--- config.mk ---
export PLATFORM = sky130hd
export DESIGN_NAME = serial_alu
export DESIGN_NICKNAME = d
export VERILOG_FILES = /design/src/rtl/serial_alu.sv
export SDC_FILE = /design/constraint.sdc
export NUM_CORES = 1
export LEC_CHECK = 0
export ABC_AREA = 1
export ABC_CLOCK_PERIOD_IN_PS = 1700
export BUFFER_PORTS_ARGS = -buffer_cell sky130_fd_sc_hd__buf_2
export CAP_MARGIN = 20
export CORE_MARGIN = 2
export CORE_UTILIZATION = 45
export DETAILED_ROUTE_END_ITERATION = 8
export PLACE_DENSITY = 0.69
export SLEW_MARGIN = 20
export SYNTH_ARGS = -nofsm -noshare
export SYNTH_HDL_FRONTEND = slang
export SYNTH_SLANG_ARGS = --single-unit
--- constraint.sdc ---
create_clock -name clk -period 1.7 [get_ports clk]
set_clock_uncertainty 0.05 [all_clocks]
set_input_delay 0.17 -clock clk [delete_from_list [all_inputs] [get_ports clk]]
set_output_delay 0.17 -clock clk [all_outputs]
set_load 0.05 [all_outputs]
--- src/rtl/serial_alu.sv ---
// Bit-serial ALU: one bit per clock, LSB first, through a single 1-bit slice.
// Result and NZCV flags are registered and only change when an operation completes.
module serial_alu #(
  parameter int WIDTH = 32
) (
  input  logic             clk,
  input  logic             reset_n,
  input  logic             start,
  input  logic [WIDTH-1:0] a,
  input  logic [WIDTH-1:0] b,
  input  logic [2:0]       ALUControl,
  output logic             busy,
  output logic             done,
  output logic [WIDTH-1:0] Result,
  output logic             Zero,
  output logic             Negative,
  output logic             Carry,
  output logic             Overflow
);

  localparam int CW = (WIDTH > 2) ? $clog2(WIDTH) : 1;

  typedef enum logic {IDLE, RUN} state_t;

  state_t           state_q, state_d;
  logic [WIDTH-1:0] a_q, a_d, b_q, b_d, sh_q, sh_d, res_q, res_d;
  logic [2:0]       ctrl_q, ctrl_d;
  logic [CW-1:0]    cnt_q, cnt_d;
  logic             cy_q, cy_d, done_q, done_d;
  logic             z_q, z_d, n_q, n_d, c_q, c_d, v_q, v_d;

  logic             ai, bi, bx, arith, valid, s, cout, ov, lt, last;
  logic [WIDTH-1:0] full, fin;

  // Single-bit slice plus the MSB overflow/set-less-than equations
  always_comb begin
    ai    = a_q[0];
    bi    = b_q[0];
    bx    = bi ^ ctrl_q[0];
    arith = (ctrl_q == 3'b000) || (ctrl_q == 3'b001) || (ctrl_q == 3'b101);
    valid = arith || (ctrl_q == 3'b010) || (ctrl_q == 3'b011);
    cout  = (ai & bx) | (ai & cy_q) | (bx & cy_q);
    case (ctrl_q)
      3'b000, 3'b001, 3'b101: s = ai ^ bx ^ cy_q;
      3'b010:                 s = ai & bi;
      3'b011:                 s = ai | bi;
      default:                s = 1'b0;
    endcase
    ov   = ~(ctrl_q[0] ^ bi ^ ai) & (s ^ ai) & ~ctrl_q[1];
    lt   = s ^ ov;
    full = {s, sh_q[WIDTH-1:1]};
    last = (cnt_q == CW'(WIDTH - 1));
    if (ctrl_q == 3'b101)
      fin = WIDTH'(lt);
    else if (valid)
      fin = full;
    else
      fin = '0;
  end

  always_comb begin
    state_d = state_q;
    a_d     = a_q;
    b_d     = b_q;
    ctrl_d  = ctrl_q;
    cnt_d   = cnt_q;
    cy_d    = cy_q;
    sh_d    = sh_q;
    res_d   = res_q;
    z_d     = z_q;
    n_d     = n_q;
    c_d     = c_q;
    v_d     = v_q;
    done_d  = 1'b0;
    case (state_q)
      IDLE: begin
        if (start) begin
          a_d     = a;
          b_d     = b;
          ctrl_d  = ALUControl;
          cnt_d   = '0;
          cy_d    = ALUControl[0];
          sh_d    = '0;
          state_d = RUN;
        end
      end
      RUN: begin
        a_d   = a_q >> 1;
        b_d   = b_q >> 1;
        sh_d  = full;
        cnt_d = cnt_q + 1'b1;
        if (arith) cy_d = cout;
        if (last) begin
          // Undefined codes fall through with fin=0 and all other flags cleared
          res_d   = fin;
          z_d     = (fin == '0);
          n_d     = fin[WIDTH-1];
          c_d     = arith ? cout : 1'b0;
          v_d     = valid ? ov : 1'b0;
          cnt_d   = '0;
          done_d  = 1'b1;
          state_d = IDLE;
        end
      end
      default: state_d = IDLE;
    endcase
  end

  always_ff @(posedge clk or negedge reset_n) begin
    if (!reset_n) begin
      state_q <= IDLE;
      a_q     <= '0;
      b_q     <= '0;
      ctrl_q  <= '0;
      cnt_q   <= '0;
      cy_q    <= 1'b0;
      sh_q    <= '0;
      res_q   <= '0;
      z_q     <= 1'b0;
      n_q     <= 1'b0;
      c_q     <= 1'b0;
      v_q     <= 1'b0;
      done_q  <= 1'b0;
    end else begin
      state_q <= state_d;
      a_q     <= a_d;
      b_q     <= b_d;
      ctrl_q  <= ctrl_d;
      cnt_q   <= cnt_d;
      cy_q    <= cy_d;
      sh_q    <= sh_d;
      res_q   <= res_d;
      z_q     <= z_d;
      n_q     <= n_d;
      c_q     <= c_d;
      v_q     <= v_d;
      done_q  <= done_d;
    end
  end

  assign busy     = (state_q == RUN);
  assign done     = done_q;
  assign Result   = res_q;
  assign Zero     = z_q;
  assign Negative = n_q;
  assign Carry    = c_q;
  assign Overflow = v_q;

endmodule

==> impl_metrics.toml <==
[routing]
wl_met1_mm = 6.32
wirelength_mm = 14.6
wl_met2_mm = 7.30
top_layer_used = "met4"
viasPerCell = 4.98
firstDrtPassIters = 4
drc = 0
routed-via-count = 5209
wl_per_cell_um = 14.0
wl_met3_um = 742
drt_iter0_drc = 276
final_antenna_net_count = 0

[worst_setup_path]
r2r_cells = 12
worst-path-max-fanout = 3
r2r_end = "Zero"
cp.required_ns = 2.01
endpoint_kind = "register"
crit_chain = "ha_2 -> nand2_1 -> nor2_2 -> ha_2 -> nand2_2 -> inv_2 -> o21ai_1 -> nor2_1 -> nand3_1 -> nor2_1 -> nand3_1 -> nand2_1"
rr_startpoint = "cnt_q[1]"
cp-start-kind = "register"
crit_start = "cnt_q[1]"
critPathMaxStageDelay_ns = 0.36
arrival_ns = 2.00
criticalPathCategory = "reg -> reg"
slowest_stage = "dfrtp_1"
ff2ff_setup_slack_ns = 0.01

[yosys]
ys.warnings.count = 0
synth-main-ff-cell = "dfrtp_1"
synth_area_um2 = 5920
ys_seq_area_share_pct = 59.6
yosysMostFrequentCell = "nand2_1"
ys_types = 28
ys_ff_latch = 141
async_flop_share_pct = 100
synth_edf_count = 0
synth_top_area_share_pct = 59.6
synthTopCellsByCount = "nand2_1 (272), dfrtp_1 (141), nand3_1 (65), inv_1 (41), o22ai_1 (31)"
yosysTopAreaCell = "dfrtp_1"
synthCells = 678
synth_top_cells_by_area = "dfrtp_1 (60%), nand2_1 (17%), nand3_1 (5.5%), o22ai_1 (3.3%), inv_1 (2.6%)"
syn-num-nets = 752
avgSynthCellArea_um2 = 8.74

[final_layout]
utilization_pct = 64.2
synthToLayoutAreaGrowth_pct = 37.8
nNetsFinal = 935
drive_gt1_share_pct = 22.5
n_antenna_cell = 0

[sta]
finalSetupViolCount = 0
finalHoldViolations = 0
drv_slew = 0
min_period_ns = 1.69
slew_headroom_pct = 68.5
tightest_slew_ns = 0.473
grt_setup_unrepaired = "true"
fin_ws_ns = 0.00972
max_freq_mhz = 592
fin_crit_sh_pct = 99.4

[clocking]
h-tree-depth = 4
cts_tree = "done"
cts.path.max_buffers = 2
cts.sinks = 141
path_clk_slew_ns = 0.06
cts_buffers = 17
cts_root_buffer = "clkbuf_16"
clkLatencyLatePin_ns = 0.42

[placed_design]
hpwl_mm = 9.08
portBuffers = 107
place.gp.congestion = 0.812
pre_cts_ws_ns = -0.0442

[grt]
grt_pass1_wl_mm = 24.6
grt_pass1_vias = 5224
grt_max_degree = 55
overflow = 0
track_usage_pct = 22.0
antenna_found_initial = 0

[floorplan]
core-area_um2 = 12700
rows = 41
pin_count = 108
die_h_um = 119
initial_utilization_pct = 46.6
die_w_um = 119
die-area_um2 = 14100

[pwr]
power.leakage_nw = 4.09
cellPowerDensity_nw_per_um2 = 1770
irDropWorstVdd_mv = 0.839

[run_status]
status = "complete, no violations"

[run]
cap_violations = 0

[hold_path]
min_path_type = "in -> async"
-- placed cells by master (no fill, tap or decap), types with 3 or more instances in the layout --
master | synthesis | routed
clkinvlp_4 | 0 | 6
dlygate4sd3_1 | 0 | 68
buf_4 | 3 | 22
inv_2 | 5 | 9
nand2_1 | 272 | 265
bufinv_16 | 0 | 4
o21ai_1 | 4 | 11
a21oi_2 | 1 | 3
dfrtp_1 | 141 | 140
nor3_1 | 3 | 3
o31ai_1 | 8 | 6
nor2_1 | 17 | 15
clkinv_2 | 0 | 3
o22ai_1 | 31 | 31
buf_2 | 14 | 105
o21ai_0 | 30 | 23
nand3_1 | 65 | 64
nand2_2 | 0 | 7
inv_1 | 41 | 37
o211ai_1 | 4 | 4
clkbuf_16 | 0 | 17
buf_12 | 0 | 6
a22o_1 | 3 | 3
-- how the worst max path moves through the flow --
stage	end	slack [ns]	cells past startpoint
5_1_grt	Zero	-0.13	12
4_1_cts	Zero	0.002	12
2_1_floorplan	Result[10]	0.02	9
6_report	Zero	0.01	12
3_5_place_dp	Result[0]	-0.04	10
3_3_place_gp	Zero	0.05	11
-- report_power, final --
group	total, mW	switching [mW]	internal, mW
Combinational	5.26	3.47	1.79
Sequential	5.35	0.727	4.62
Clock	3.86	1.42	2.44
Total	14.5	5.61	8.86
-- stage by stage --
stage               total power, mW  std cells  cell area [µm²]  hold slack (ns)  TNS, ns
detailed placement             10.3        942             6760          -0.0364  -0.0751
finish                         14.5       1046             8160            0.102        0
CTS                            14.4       1045             8120           0.0899        0
global placement               10.1        942             6760          -0.0350        0
floorplan                      8.86        678             5920           -0.176        0
global route                   15.4       1046             8160            0.112   -0.473
-- sequential cells by signal, summed over array words and instances, names as in the netlist --
register and cells:
Result 32, Overflow 1, Carry 1, cy_q 1, done 1, cnt_q 5
sh_q 31, b_q 32, busy 1, ctrl_q 3, a_q 32, Zero 1
-- timing repair --
action,in CTS,in global routing
cloned,0,0
pin swaps,5,7
hold buffers,68,0
setup buffers,3,1
setup endpoints to repair,4,22
hold endpoints to repair,208,0
resized for setup,12,18
-- critical path: cells and delay by family (launching register included) --
family	cells	cell delay [ns]
simple gates	8	0.67
fa+ha+maj	2	0.38
flops	1	0.36
buf+inv	1	0.09
compound gates	1	0.08
-- routing by layer --
metal,global-route usage (%),vias to the layer above
met4,7.81,0
met2,36.6,146
li1,-,2551
met1,27.9,2486
met3,5.74,26
met5,0,-
-- cell families after synthesis --
logic type | after synthesis | share of synthesized area [%]
and+or+nand+nor | 360 | 24.4
buffers and inverters | 85 | 6.00
xor gates and xnor gates | 3 | 0.444
DFF | 141 | 59.6
AOI/OAI and AO/OA | 85 | 8.64
adders and majority gates | 4 | 0.972
-- final cells by class --
class / count / area (µm²)
Inverter: 46 / 173
Clock buffer: 17 / 425
Sequential cell: 141 / 3530
Multi-Input combinational cell: 452 / 2110
Tap cell: 172 / 215
Fill cell: 1059 / 4560
Timing Repair Buffer: 203 / 1510
Clock inverter: 15 / 198
Note: power is estimated with default switching activity, not from simulation.
